==> config.mk <==
export PLATFORM = sky130hd
export DESIGN_NAME = nmi_mbox_resp
export DESIGN_NICKNAME = d
export VERILOG_FILES = /design/src/rtl/nmi_mbox_resp.sv
export SDC_FILE = /design/constraint.sdc
export NUM_CORES = 1
export LEC_CHECK = 0
export ABC_AREA = 0
export BUFFER_PORTS_ARGS = -buffer_cell sky130_fd_sc_hd__buf_2
export CAP_MARGIN = 20
export CORE_ASPECT_RATIO = 0.9
export CORE_UTILIZATION = 36
export DETAILED_ROUTE_END_ITERATION = 8
export GPL_TIMING_DRIVEN = 0
export SYNTH_ARGS = -nofsm -noshare
export SYNTH_HDL_FRONTEND = slang
export SYNTH_SLANG_ARGS = --single-unit
==> constraint.sdc <==
create_clock -name clk_i -period 4.7 [get_ports clk_i]
set_input_delay 0.235 -clock clk_i [delete_from_list [all_inputs] [get_ports clk_i]]
set_output_delay 0.235 -clock clk_i [all_outputs]
set_load 0.03 [all_outputs]
==> src/rtl/nmi_mbox_resp.sv <==
// nmi_mbox_resp: NMI slave mailbox with TX/RX stream FIFOs, status/control registers and a level interrupt.
module nmi_mbox_resp #(
  parameter logic [31:0] BASE_ADDR = 32'h1000_0000,
  parameter int DEPTH = 4,
  parameter int WAIT_CYC = 0
) (
  input  logic        clk_i,
  input  logic        rst_i,
  input  logic        nmi_valid_i,
  output logic        nmi_ready_o,
  input  logic [31:0] nmi_addr_i,
  input  logic [31:0] nmi_wdata_i,
  input  logic [3:0]  nmi_wstrb_i,
  output logic [31:0] nmi_rdata_o,
  output logic        tx_valid_o,
  input  logic        tx_ready_i,
  output logic [31:0] tx_data_o,
  input  logic        rx_valid_i,
  output logic        rx_ready_o,
  input  logic [31:0] rx_data_i,
  output logic        irq_o
);
  localparam int AW = $clog2(DEPTH);
  localparam logic [4:0] FULL = 5'(DEPTH);
  typedef enum logic [1:0] {IDLE, WAIT, RESP} state_t;
  state_t state;
  logic [2:0] wcnt;
  logic [1:0] off_q;
  logic [31:0] wdata_q;
  logic [3:0] wstrb_q;
  logic [31:0] tx_mem [DEPTH];
  logic [31:0] rx_mem [DEPTH];
  logic [AW-1:0] tx_rp, tx_wp, rx_rp, rx_wp;
  logic [4:0] tx_cnt, rx_cnt;
  logic tx_ovf, rx_udf, rx_ie, txe_ie;
  logic sel, go, rd, tx_full, tx_empty, rx_full, rx_empty;
  logic tx_pop, tx_wr, tx_push, ovf_set, rx_push, rx_rd, rx_pop, udf_set, st_wr, ct_wr, flush;
  logic [1:0] off;
  logic [31:0] wd, status, rval;
  logic [3:0] ws;
  logic unused;
  assign unused = ^nmi_addr_i[1:0];
  assign sel = nmi_valid_i & (nmi_addr_i[31:4] == BASE_ADDR[31:4]);
  assign go = (state == IDLE & sel & WAIT_CYC == 0) | (state == WAIT & wcnt == 3'd0);
  // with no wait states the access completes on the sampling edge, so use the live request
  assign off = state == IDLE ? nmi_addr_i[3:2] : off_q;
  assign wd = state == IDLE ? nmi_wdata_i : wdata_q;
  assign ws = state == IDLE ? nmi_wstrb_i : wstrb_q;
  assign rd = ws == 4'b0000;
  assign tx_full = tx_cnt == FULL;
  assign tx_empty = tx_cnt == 5'd0;
  assign rx_full = rx_cnt == FULL;
  assign rx_empty = rx_cnt == 5'd0;
  assign tx_valid_o = !tx_empty;
  assign tx_data_o = tx_mem[tx_rp];
  assign rx_ready_o = !rx_full;
  assign irq_o = (rx_ie & !rx_empty) | (txe_ie & tx_empty);
  assign tx_pop = tx_valid_o & tx_ready_i;
  assign tx_wr = go & off == 2'd0 & !rd;
  assign tx_push = tx_wr & (!tx_full | tx_pop);
  assign ovf_set = tx_wr & tx_full & !tx_pop;
  assign rx_push = rx_valid_i & rx_ready_o;
  assign rx_rd = go & off == 2'd1 & rd;
  assign rx_pop = rx_rd & !rx_empty;
  assign udf_set = rx_rd & rx_empty;
  assign st_wr = go & off == 2'd2 & ws[3];
  assign ct_wr = go & off == 2'd3 & ws[0];
  assign flush = go & off == 2'd3 & ws[1] & wd[8];
  assign status = {6'b0, rx_udf, tx_ovf, 4'b0, rx_empty, rx_full, tx_empty, tx_full,
                   3'b0, rx_cnt, 3'b0, tx_cnt};
  always_comb begin
    rval = off == 2'd1 ? (rx_empty ? 32'd0 : rx_mem[rx_rp]) :
           off == 2'd2 ? status :
           off == 2'd3 ? {30'd0, txe_ie, rx_ie} : 32'd0;
  end
  always_ff @(posedge clk_i) begin
    if (rst_i) begin
      state <= IDLE;
      wcnt <= 3'd0;
      off_q <= 2'd0;
      wdata_q <= 32'd0;
      wstrb_q <= 4'd0;
      nmi_ready_o <= 1'b0;
      nmi_rdata_o <= 32'd0;
      tx_ovf <= 1'b0;
      rx_udf <= 1'b0;
      rx_ie <= 1'b0;
      txe_ie <= 1'b0;
    end else begin
      state <= go ? RESP : state == RESP ? IDLE : (state == IDLE & sel) ? WAIT : state;
      wcnt <= state == WAIT ? wcnt - 3'd1 : 3'(WAIT_CYC - 1);
      if (state == IDLE) begin
        off_q <= nmi_addr_i[3:2];
        wdata_q <= nmi_wdata_i;
        wstrb_q <= nmi_wstrb_i;
      end
      nmi_ready_o <= go;
      if (go) nmi_rdata_o <= rd ? rval : 32'd0;
      tx_ovf <= ovf_set | (tx_ovf & !(st_wr & wd[24]));
      rx_udf <= udf_set | (rx_udf & !(st_wr & wd[25]));
      if (ct_wr) begin
        rx_ie <= wd[0];
        txe_ie <= wd[1];
      end
    end
  end
  always_ff @(posedge clk_i) begin
    if (rst_i | flush) begin
      tx_rp <= '0;
      tx_wp <= '0;
      tx_cnt <= 5'd0;
      rx_rp <= '0;
      rx_wp <= '0;
      rx_cnt <= 5'd0;
    end else begin
      if (tx_push) tx_wp <= tx_wp + 1'b1;
      if (tx_pop) tx_rp <= tx_rp + 1'b1;
      tx_cnt <= tx_cnt + 5'(tx_push) - 5'(tx_pop);
      if (rx_push) rx_wp <= rx_wp + 1'b1;
      if (rx_pop) rx_rp <= rx_rp + 1'b1;
      rx_cnt <= rx_cnt + 5'(rx_push) - 5'(rx_pop);
    end
  end
  always_ff @(posedge clk_i) begin
    if (tx_push & !rst_i & !flush) tx_mem[tx_wp] <= wd;
    if (rx_push & !rst_i & !flush) rx_mem[rx_wp] <= rx_data_i;
  end
endmodule

---- Word level (Yosys, flattened, before mapping) ----
Memory sizes are Yosys's and may differ from the RTL's. A register that Yosys moved wholly into a read port is not among the register bits.
Cells that the tools add are included.
storage, ports and cells
  register bits after elaboration ......... 98
  bits in writable memories ............... 256
  input port bits ......................... 105
  output and inout port bits .............. 68
  logic and storage cells ................. 111
  memories kept ........................... 2
memories
  name    words  width  rd ports  clocked after memory_dff  write ports  RTL line  source
  rx_mem  4      32     1         1                         1            32        logic [31:0] rx_mem [DEPTH];
  tx_mem  4      32     1         1                         1            31        logic [31:0] tx_mem [DEPTH];
operators by class
  add/subtract/negate cells ............... 9
  equal/unequal tests ..................... 8
  multiplexer cells ....................... 20
  bitwise logic cells ..................... 36
  reduce and logical (&&, ||, !) cells .... 18
operator list
  kind                    count
  $mux W32                4
  $and A1 B1 Y1           30
  $eq A28 B25 Y1 const B  1
  $mux W26                1
  $mux W2                 9
  $add A5 B1 Y5           2
  $eq A5 B3 Y1 const B    2
  $logic_not A1 Y1        10
  $logic_not A5 Y1        2
  $sub A5 B1 Y5           2
  $add A2 B1 Y2 const B   4
  $eq A2 B2 Y1 const B    3
  $or A1 B1 Y1            6
  $eq A2 B1 Y1 const B    2
  $logic_not A2 Y1        2
  $logic_not A4 Y1        1
  $mux W1                 4
  $mux W4                 1
  $logic_not A3 Y1        1
  $mux W3                 1
  $reduce_bool A3 Y1      1
  $reduce_or A3 Y1        1
  $sub A3 B1 Y3 const B   1

---- Longest topological paths before layout ----
Gate-level depths: netlist of run 1.
  depth in word-level cells ............... 11
  mapped depth ............................ 17
  depth with buffers taken out ............ 17

---- Least setup slack after synthesis of run 1 ----
No wires, ideal clock.
  kind .................................... register to register
  from .................................... register state[0]
  to ...................................... register rx_cnt[4]
  library setup time ...................... 0.117 ns
  arrival ................................. 2.920 ns
  data required time ...................... 4.583 ns
  path slack .............................. 1.663 ns
  cell stages (with the launch flop) ...... 17
  path buffers ............................ 3
  path through ............................ dfxtp_1 > buf_6 > or4b_4 > o21ai_2 > and2_4 > buf_8 > clkbuf_1 > and3_1 > ha_1 > inv_1 > ha_1 > fa_1 > a21oi_1 > nor2_1 > nor2_1 > xnor2_1 > nor2_1
on the way
  cells in the longest elaborated chain, start to end .. 7
ends and longest elaborated chain
  what                                                     RTL line    source
  start, declared                                          26          state_t state;
  start signal, assigned                                   90          state <= go ? RESP : state == RESP ? IDLE : (state == IDLE & sel) ? WAIT : state;
  $eq A2 B1 Y1 / $logic_not A2 Y1 (equally long branches)  44, 46, 48
  $and A1 B1 Y1 / $mux W2 (equally long branches)          -
  $or A1 B1 Y1 / $eq A2 B1 Y1 (equally long branches)      44, 63
  $and A1 B1 Y1                                            63          assign rx_rd = go & off == 2'd1 & rd;
  $and A1 B1 Y1 (*)                                        63
  $and A1 B1 Y1 (*)                                        64          assign rx_pop = rx_rd & !rx_empty;
  via rx_pop                                               37          logic tx_pop, tx_wr, tx_push, ovf_set, rx_push, rx_rd, rx_pop, udf_set, st_wr, ct_wr, flush;
  $sub A5 B1 Y5 (*)                                        121         rx_cnt <= rx_cnt + 5'(rx_push) - 5'(rx_pop);
  end signal, assigned                                     121
  end, declared                                            34          logic [4:0] tx_cnt, rx_cnt;
The timed path passes the listed nets; every way through them passes the cells marked *.
A chain may end at the register's enable or synchronous reset.

---- Worst setup path in the final report of run 1 ----
  from .................................... register state[1]
  to ...................................... register tx_cnt[4]
on the way
  cells in the longest elaborated chain, start to end .. 8
ends and longest elaborated chain
  what                                                      RTL line    source
  $eq A2 B1 Y1 / $logic_not A2 Y1 (equally long branches)   44, 46, 47
  $and A1 B1 Y1, or another cell as far along               44          assign go = (state == IDLE & sel & WAIT_CYC == 0) | (state == WAIT & wcnt == 3'd0);
  $or A1 B1 Y1, or another cell as far along                44
  $and A1 B1 Y1 / $logic_not A1 Y1 (equally long branches)  59          assign tx_wr = go & off == 2'd0 & !rd;
  $and A1 B1 Y1                                             59
  $and A1 B1 Y1                                             60          assign tx_push = tx_wr & (!tx_full | tx_pop);
  $add A5 B1 Y5                                             118         tx_cnt <= tx_cnt + 5'(tx_push) - 5'(tx_pop);
  $sub A5 B1 Y5                                             118
  end signal, assigned                                      118
  end, declared                                             34
Parallel ways exist; a longest one is shown, timed or not.

==> results of run 1 <==
placed cells by master, fill, tap and decap left out, types with 4 or more instances in the layout:
cell,count
a21oi_1,18
a22o_1,16
a22oi_1,10
a32oi_1,4
and2_1,5
and3_2,8
buf_1,7
buf_12,7
buf_2,175
buf_6,5
clkbuf_1,32
clkbuf_16,41
clkbuf_8,4
clkinv_2,8
dfxtp_1,102
dlygate4sd3_1,36
edfxtp_1,256
ha_1,22
inv_1,22
mux2_2,35
mux4_2,64
nand2_1,14
nand3_1,7
nand4_1,4
nor2_1,20
nor2b_1,35
nor4_1,7
o21ai_0,8
o2bb2ai_1,6
o2bb2ai_2,10
or3_1,4
xnor2_1,7
xor2_1,4
power groups by stage:
stage / logic (mW) / clock network [mW] / registers (mW)
6_report: 1.22 / 2.97 / 3.56
4_1_cts: 1.24 / 3.06 / 3.56
2_1_floorplan: 0.873 / 0 / 3.61
3_5_place_dp: 1.21 / 0 / 3.63
5_1_grt: 1.33 / 3.17 / 3.57
3_3_place_gp: 1.19 / 0 / 3.63
synth_stat cells (5+ instances only):
library cell	count	area, um2
o21ai_0	8	40.0
nor2_1	20	75.1
xnor2_1	7	61.3
nand3_1	7	35.0
a22o_1	16	140
dfxtp_1	102	2040
buf_1	7	26.3
nor2b_1	35	219
o2bb2ai_2	10	150
mux4_2	64	1440
edfxtp_1	256	7690
buf_6	5	56.3
o2bb2ai_1	6	52.6
and2_1	5	31.3
a22oi_1	10	75.1
mux2_2	35	394
nor4_1	7	43.8
nand2_1	14	52.6
inv_1	22	82.6
and3_1	11	68.8
ha_1	22	275
clkbuf_1	22	82.6
buf_2	6	30.0
a21oi_1	18	90.1
stage by stage:
stage,hold slack [ns],cell area (um2),std cells,setup slack [ns],total power [mW]
finish,0.0786,17000,1540,1.18,7.75
detailed placement,0.427,15400,1431,1.16,4.84
CTS,0.0462,17000,1538,1.11,7.86
floorplan,0.334,13700,771,1.66,4.48
global placement,0.421,15200,1423,0.654,4.82
global route,0.0685,17000,1538,0.771,8.08
kinds of logic after synthesis:
| logic type | Yosys count | share of synthesized area [%] |
|---|---|---|
| DFF | 358 | 70.8 |
| and+or+nand+nor | 125 | 5.30 |
| muxes | 102 | 13.6 |
| AOI/OAI and AO/OA | 88 | 5.19 |
| buffers and inverters | 63 | 2.13 |
| adders and majority gates | 24 | 2.29 |
| xor gates and xnor gates | 11 | 0.701 |
critical path, cell delays in order, from the launching register on:
cell and delay (ns):
dfxtp_1 0.53, nor2_2 0.16, clkbuf_1 0.29, o32ai_1 0.46, nand3b_1 0.17, nor2_1 0.26
inv_1 0.07, ha_1 0.27, inv_1 0.04, ha_1 0.19, inv_1 0.08, fa_1 0.20
inv_1 0.05, a21oi_1 0.14, nor2_1 0.07, or3_1 0.34, a21oi_1 0.14
flip-flops by register name (all words and copies together), names as in the netlist, named ones only:
signal       cells
tx_mem         128
rx_mem         128
wcnt             3
wstrb_q          4
tx_ovf           1
rx_wp            2
nmi_ready_o      1
tx_wp            2
txe_ie           1
tx_rp            2
rx_cnt           5
nmi_rdata_o     32
state            2
wdata_q         32
tx_cnt           5
rx_rp            2
rx_ie            1
off_q            2
rx_udf           1
final timing paths:
path	start	end	slack (ns)	cells after the start
worst min register to register	wcnt[0]	wcnt[0]	0.44	1
worst max register to register	state[1]	tx_cnt[4]	1.18	16
worst min-delay path	nmi_wdata_i[3]	tx_mem[1][3]	0.08	2
worst max-delay path	state[1]	tx_cnt[4]	1.18	16
timing repair:
item	4_1_cts	5_1_grt
endpoints found under the hold margin	132	0
buffers inserted	0	0
hold buffers	36	0
per-layer routing:
metal	part of all wire (%)	vias up	GRT usage, %	wire length, um
met2	46	203	24.5	13800
li1	-	3545	-	-
met3	5.5	44	3.46	1630
met1	46	3804	21.4	13800
met5	0	-	0	0
met4	1.7	0	3.79	520
final cells by class:
cell class,instances,share of cell area [%]
antenna,2,0.0294
inverter,22,0.486
tap,483,3.56
sequential,358,57.2
multi-input combinational,350,21.9
clock buffer,55,6.58
buffer,41,1.24
timing repair buffer,213,8.08
clock inverter,16,0.847
==> flow_summary.ini, run 1 <==
[floorplan]
core_um2 = 37400
dieWidth_um = 208
die_area_um2 = 39000
initial_utilization_pct = 36.8
die_h_um = 187
fp-row-count = 67
ios = 173

[pwr]
power_density_nw_per_um2 = 456
p_switching_mw = 1.97
p_clk_share_pct = 38.3
irDropWorstVdd_mv = 0.377
p_int_mw = 5.78
sw_frac_of_total_pct = 25.4
p_leak_nw = 6.03
seq_power_share_pct = 46.0
pwr-share-comb_pct = 15.7

[yosys]
synthesis.area_um2 = 13700
ys_seq_area_share_pct = 70.8
async_reset_ff_share_pct = 0
synth_warnings = 0
synth_edf_count = 256
synth_flop_cell = edfxtp_1
yosysUniqueCellTypes = 56
avgSynthCellArea_um2 = 17.8
syn_inst = 771
syn_nets = 900
synth-seq-cells = 358

[sta]
setup_violations = 0
skew_ns = 0.0195
max_freq_mhz = 284
fin_crit_sh_pct = 75.0
setup_tns_ns = 0
period_needed_ns = 3.52
slew_viol_final = 0
final-hold-violation-count = 0
tightest_slew_ns = 0.898
slew-limit-headroom_pct = 40.1
rsz0062_at_grt = false

[routing]
via_count = 7596
drc = 0
routed_wl_um = 29800
via_per_inst = 4.93
wire_per_inst_um = 19.4
postRouteAntennaNets = 0
drt-initial-drc-count = 346
dr.pass1.iters = 5

[placement]
dp_hpwl_um = 19600
portBuffers = 169
gp_congestion = 0.755

[layout]
regArea_um2 = 9730
nets = 1154
drive_above_1_share_pct = 35.3
fin_util_pct = 45.5
area_growth_syn_to_layout_pct = 23.7
fill_cells = 3260
multi_input_area_um2 = 3730

[clock_network]
numCtsBuffers = 39
path_clk_slew_ns = 0.06
clk_latency_ns = 0.53
postCtsResizedCells = 0
cts.sink_count = 358
cts-root-buf = clkbuf_16
cts_max_level = 2
clockBufferDepth = 3
cts_tree = yes

[setup_path]
cp.arrival_ns = 3.98
critical_path.max_fanout = 10
start_kind = register
required_ns = 5.16
crit_path_end_kind = register
crit_type = register to register

[job]
maxCapViolCount = 0

[min_path]
hold_path.class = primary input to register

[global_routing]
grt_max_degree = 33
gr-total-overflow = 0
antenna_found_initial = 1
gr-usage-all-layers_pct = 15.4
grt_pass1_wl_um = 45800
grt_pass1_vias = 7811

[outcome]
status = completed
(Power assumes the default switching activity.)
==> inputs of run 2 (changes only) <==
ABC_AREA = 1   (was 0)
clock period = 3.6 ns   (was 4.7 ns; I/O delays follow)
==> flow_summary.ini, run 2 <==
[layout]
drive_above_1_share_pct = 19.8
reg_top3 = rx_mem x128, tx_mem x128
area_growth_syn_to_layout_pct = 23.1
n_antenna_cell = 0
nets = 1655
regArea_um2 = 9730
layout_common_cells = 256 x edfxtp_1, 200 x nor2_1, 175 x buf_2
multi_input_area_um2 = 3770
fill_cells = 3607
final_common_cell = edfxtp_1

[pwr]
p_leak_nw = 6.74
power_density_nw_per_um2 = 573
p_total_mw = 9.97
irDropWorstVdd_mv = 0.389

[global_routing]
grt_max_degree = 27
gr-total-overflow = 0
grt_pass1_vias = 9678
gr-usage-all-layers_pct = 17.3
antenna_found_initial = 0
grt_pass1_wl_um = 53300

[floorplan]
dieWidth_um = 211
core_um2 = 38500
fp-row-count = 68
ios = 173
initial_utilization_pct = 36.7
die_area_um2 = 40100
die_h_um = 190

[clock_network]
postCtsResizedCells = 0
cts.sink_count = 358
path_clk_slew_ns = 0.06
clockBufferDepth = 3
ctsHoldBuffers = 33
numCtsBuffers = 38
post_cts_buffers = 0
clk_latency_ns = 0.53
cts_max_level = 2
cts_tree = yes
cts-root-buf = clkbuf_16

[routing]
postRouteAntennaNets = 0
via_per_inst = 4.78
wire_per_inst_um = 16.7
drt-initial-drc-count = 661
via_count = 9930
drc = 0
dr.pass1.iters = 5
routed_wl_um = 34700

[min_path]
worst_hold_path.endpoint = wdata_q[21]
min_from = nmi_wdata_i[21]
min_path_cells = 4
hold_path.class = primary input to register

[setup_path]
crit_path_end_kind = register
r2r_slack_ns = 0.33
critical_path.startpoint = state[0]
critical_path.max_fanout = 10
start_kind = register
crit_type = register to register
cp.arrival_ns = 3.49
reg2reg_to = rx_mem[0][13]
timing.rr.start = state[0]
required_ns = 3.83
reg2reg_depth = 12

[sta]
final-hold-violation-count = 0
period_needed_ns = 3.27
fin_ws_ns = 0.334
skew_ns = 0.0250
slew_viol_final = 0
fin_crit_sh_pct = 90.7
slew-limit-headroom_pct = 38.7
tightest_slew_ns = 0.915
max_freq_mhz = 306
rsz0062_at_grt = false
holdWs_ns = 0.0320
setup_violations = 0

[placement]
gp_congestion = 0.789
portBuffers = 170
dp_hpwl_um = 24100
dpl_worst_slack_ns = 0.273

[yosys]
synth_warnings = 0
synth_commonest_cells = 256 x edfxtp_1, 204 x nor2_1, 163 x o21ai_0
avgSynthCellArea_um2 = 11.2
yosysTopAreaCell = edfxtp_1
syn_nets = 1396
syn_inst = 1267
synth-seq-cells = 358
synth.top_cell.area_share_pct = 54.3
synthTopCellsByArea = edfxtp_1 54%, dfxtp_1 14%, o21ai_0 5.8%
yosysUniqueCellTypes = 37
synth_flop_cell = edfxtp_1
async_reset_ff_share_pct = 0
synthesis.area_um2 = 14100
synth_edf_count = 256
ys_seq_area_share_pct = 68.8
synth.most_common_cell = edfxtp_1

[job]
maxCapViolCount = 0

[outcome]
status = completed
==> run 2: cells by family after synthesis <==
family,count (synthesis),synth area share (%)
compound gates,271,10.6
buf+inv,174,4.90
xor+xnor,6,0.372
flops,358,68.8
fa+ha+maj,24,2.23
simple gates,434,13.1
==> run 2: how the worst max path moves through the flow <==
| stage | end | slack, ns | cells past startpoint |
|---|---|---|---|
| after floorplan | rx_mem[0][0] | -0.39 | 9 |
| after global routing | rx_mem[0][6] | 0.08 | 12 |
| after global placement | rx_mem[0][27] | -2.64 | 9 |
| final | rx_mem[0][13] | 0.33 | 12 |
| after detailed placement | rx_mem[0][14] | 0.27 | 12 |
| after CTS | rx_mem[0][6] | 0.23 | 12 |
==> run 2: report_power, final <==
group          leakage, nW  switching (mW)  internal [mW]
logic                 3.02            1.17          0.536
clock network        0.563            1.56           2.09
registers             3.15          0.0681           4.55
total                 6.74            2.80           7.17
==> run 2: routing by layer <==
metal | wire, um | vias to the layer above | global-route usage [%]
met4 | 797 | 0 | 4.93
met3 | 2430 | 53 | 4.14
li1 | - | 4886 | -
met2 | 16300 | 260 | 28.6
met5 | 0 | - | 0
met1 | 15200 | 4731 | 22.5
==> run 2: cell type report <==
cell class	count	area share (%)
buffer	63	1.59
clock inverter	17	0.733
inverter	111	2.39
clock buffer	51	5.91
multi-input combinational	735	21.7
tap	525	3.77
sequential	358	55.9
timing repair buffer	219	8.04
==> run 2: metrics by stage <==
stage | area (um2) | setup TNS (ns) | utilization [%] | std cells
after CTS | 17400 | 0 | 45.2 | 2079
after global routing | 17400 | 0 | 45.2 | 2079
after floorplan | 14100 | -50.20 | - | 1267
after global placement | 15700 | -449.60 | 40.6 | 1962
final | 17400 | 0 | 45.2 | 2079
after detailed placement | 15900 | 0 | 41.3 | 1978
==> run 2: worst max-delay path, stage by stage, from the launching register on <==
cell	delay [ns]
dfxtp_1	0.35
inv_1	0.10
nand2_1	0.19
or2_2	0.33
o21ai_1	0.17
nor2_1	0.07
nand3_1	0.12
nand2_1	0.13
buf_4	0.22
nor3_2	0.70
buf_8	0.23
buf_6	0.17
buf_6	0.17
==> inputs of run 3 (changes only) <==
ABC_AREA = not set   (was 1)
CORE_MARGIN = 5   (was not set)
==> flow_summary.ini, run 3 (synthesis results as in run 1) <==
[setup_path]
required_ns = 4.07
start_kind = register
cp_cell_sequence = buf_6, nor4_1, nand4_1, o21a_1, buf_6, nor2_1, inv_1, ha_1, inv_1, ha_1, inv_1, fa_1, inv_1, a21oi_1, nor2_1, or3_1, a21oi_1
crit_buf_inv = 6
cpMaxStageDelayCell = or3_1
crit_top_cell = inv_1
crit_path_max_incr_delay_ns = 0.34
crit_type = register to register
crit_path_end_kind = register
critPathTopFamily = simple AND/OR/NAND/NOR gates
critical_path.max_fanout = 10
cp.arrival_ns = 3.71

[sta]
rsz0062_at_grt = true
slew_viol_final = 0
final-hold-violation-count = 0
period_needed_ns = 3.25
holdWs_ns = 0.0323
slew-limit-headroom_pct = 39.1
setup_violations = 0
skew_ns = 0.0159
fin_crit_sh_pct = 90.2
max_freq_mhz = 308
tightest_slew_ns = 0.913
setup_tns_ns = 0

[placement]
gp_congestion = 0.768
dpl_cell_area_um2 = 15400
dp_hpwl_um = 20400
portBuffers = 169

[global_routing]
grt_max_degree = 33
grt_pass1_wl_um = 47000
gr-usage-all-layers_pct = 14.3
gr-total-overflow = 0
grt_pass1_vias = 7738
antenna_found_initial = 2

[clock_network]
cts_tree = yes
numCtsBuffers = 38
cts.sink_count = 358
clockBufferDepth = 3
path_clk_slew_ns = 0.07
clk_latency_ns = 0.53
cts_max_level = 2
post_cts_buffers = 0
cts-root-buf = clkbuf_16

[floorplan]
dieWidth_um = 216
ios = 173
die_area_um2 = 42200
fp-row-count = 67
die_h_um = 195
initial_utilization_pct = 36.7
core_um2 = 37500

[routing]
via_count = 7474
drc = 0
wire_per_inst_um = 19.7
dr.pass1.iters = 4
routed_wl_um = 30200
via_per_inst = 4.86
drt-initial-drc-count = 414
postRouteAntennaNets = 0

[layout]
final_area_um2 = 17100
final_common_cell = edfxtp_1
fin_util_pct = 45.6
drive_above_1_share_pct = 35.6
reg_top3 = rx_mem x128, tx_mem x128
area_growth_syn_to_layout_pct = 24.3
layout_common_cells = 256 x edfxtp_1, 175 x buf_2, 101 x dfxtp_1
nets = 1152

[pwr]
p_leak_nw = 6.06
irDropWorstVdd_mv = 0.406
power_density_nw_per_um2 = 604

[job]
maxCapViolCount = 0

[min_path]
hold_path.class = primary input to register

[outcome]
status = completed
## run 3: report_power, final
group	total (mW)	internal, mW	switching [mW]
Clock	4.08	2.53	1.55
Sequential	4.65	4.57	0.0850
Combinational	1.59	0.665	0.927
## run 3: timing repair
action / 4_1_cts / 5_1_grt
endpoints found under the hold margin: 132 / 0
hold buffers: 36 / 0
resized for setup: 0 / 5
setup endpoints to repair: 0 / 3
## run 3: metrics by stage
stage	std cells	total power, mW	setup slack (ns)
global placement	1423	6.30	-0.462
global route	1537	10.8	-0.00409
CTS	1537	10.5	0.00614
floorplan	771	5.85	0.563
detailed placement	1431	6.32	0.0138
finish	1538	10.3	0.353
## run 3: cell type report
class / count / area, um2
fill: 3293 / 20400
sequential: 358 / 9730
multi-input combinational: 350 / 3740
timing repair buffer: 213 / 1380
clock buffer: 52 / 1120
tap: 483 / 604
clock inverter: 18 / 211
buffer: 40 / 208
inverter: 22 / 82.6
antenna: 2 / 5.00
## run 3: path summary, 6_finish.rpt
check                  start            end  slack, ns  depth (start not counted)
min reg2reg          wcnt[0]        wcnt[0]       0.44                          1
min          nmi_wdata_i[22]  tx_mem[1][22]       0.03                          2
max                 state[0]      tx_cnt[4]       0.35                         17
max reg2reg         state[0]      tx_cnt[4]       0.35                         17
## run 3: layer usage
metal  wire length [um]  vias to the layer above  GRT usage (%)
li1                   -                     3550              -
met1              13400                     3687           19.8
met2              14400                      192           23.2
met3               1880                       43           3.33
met4                485                        2           3.20
met5                 13                        -              0
## run 3: worst register-to-register path, stage by stage, from the launching register on
cell	delay (ns)
dfxtp_1	0.30
buf_6	0.13
nor4_1	0.27
nand4_1	0.25
o21a_1	0.26
buf_6	0.14
nor2_1	0.24
inv_1	0.07
ha_1	0.27
inv_1	0.04
ha_1	0.19
inv_1	0.08
fa_1	0.21
inv_1	0.05
a21oi_1	0.15
nor2_1	0.07
or3_1	0.34
a21oi_1	0.13
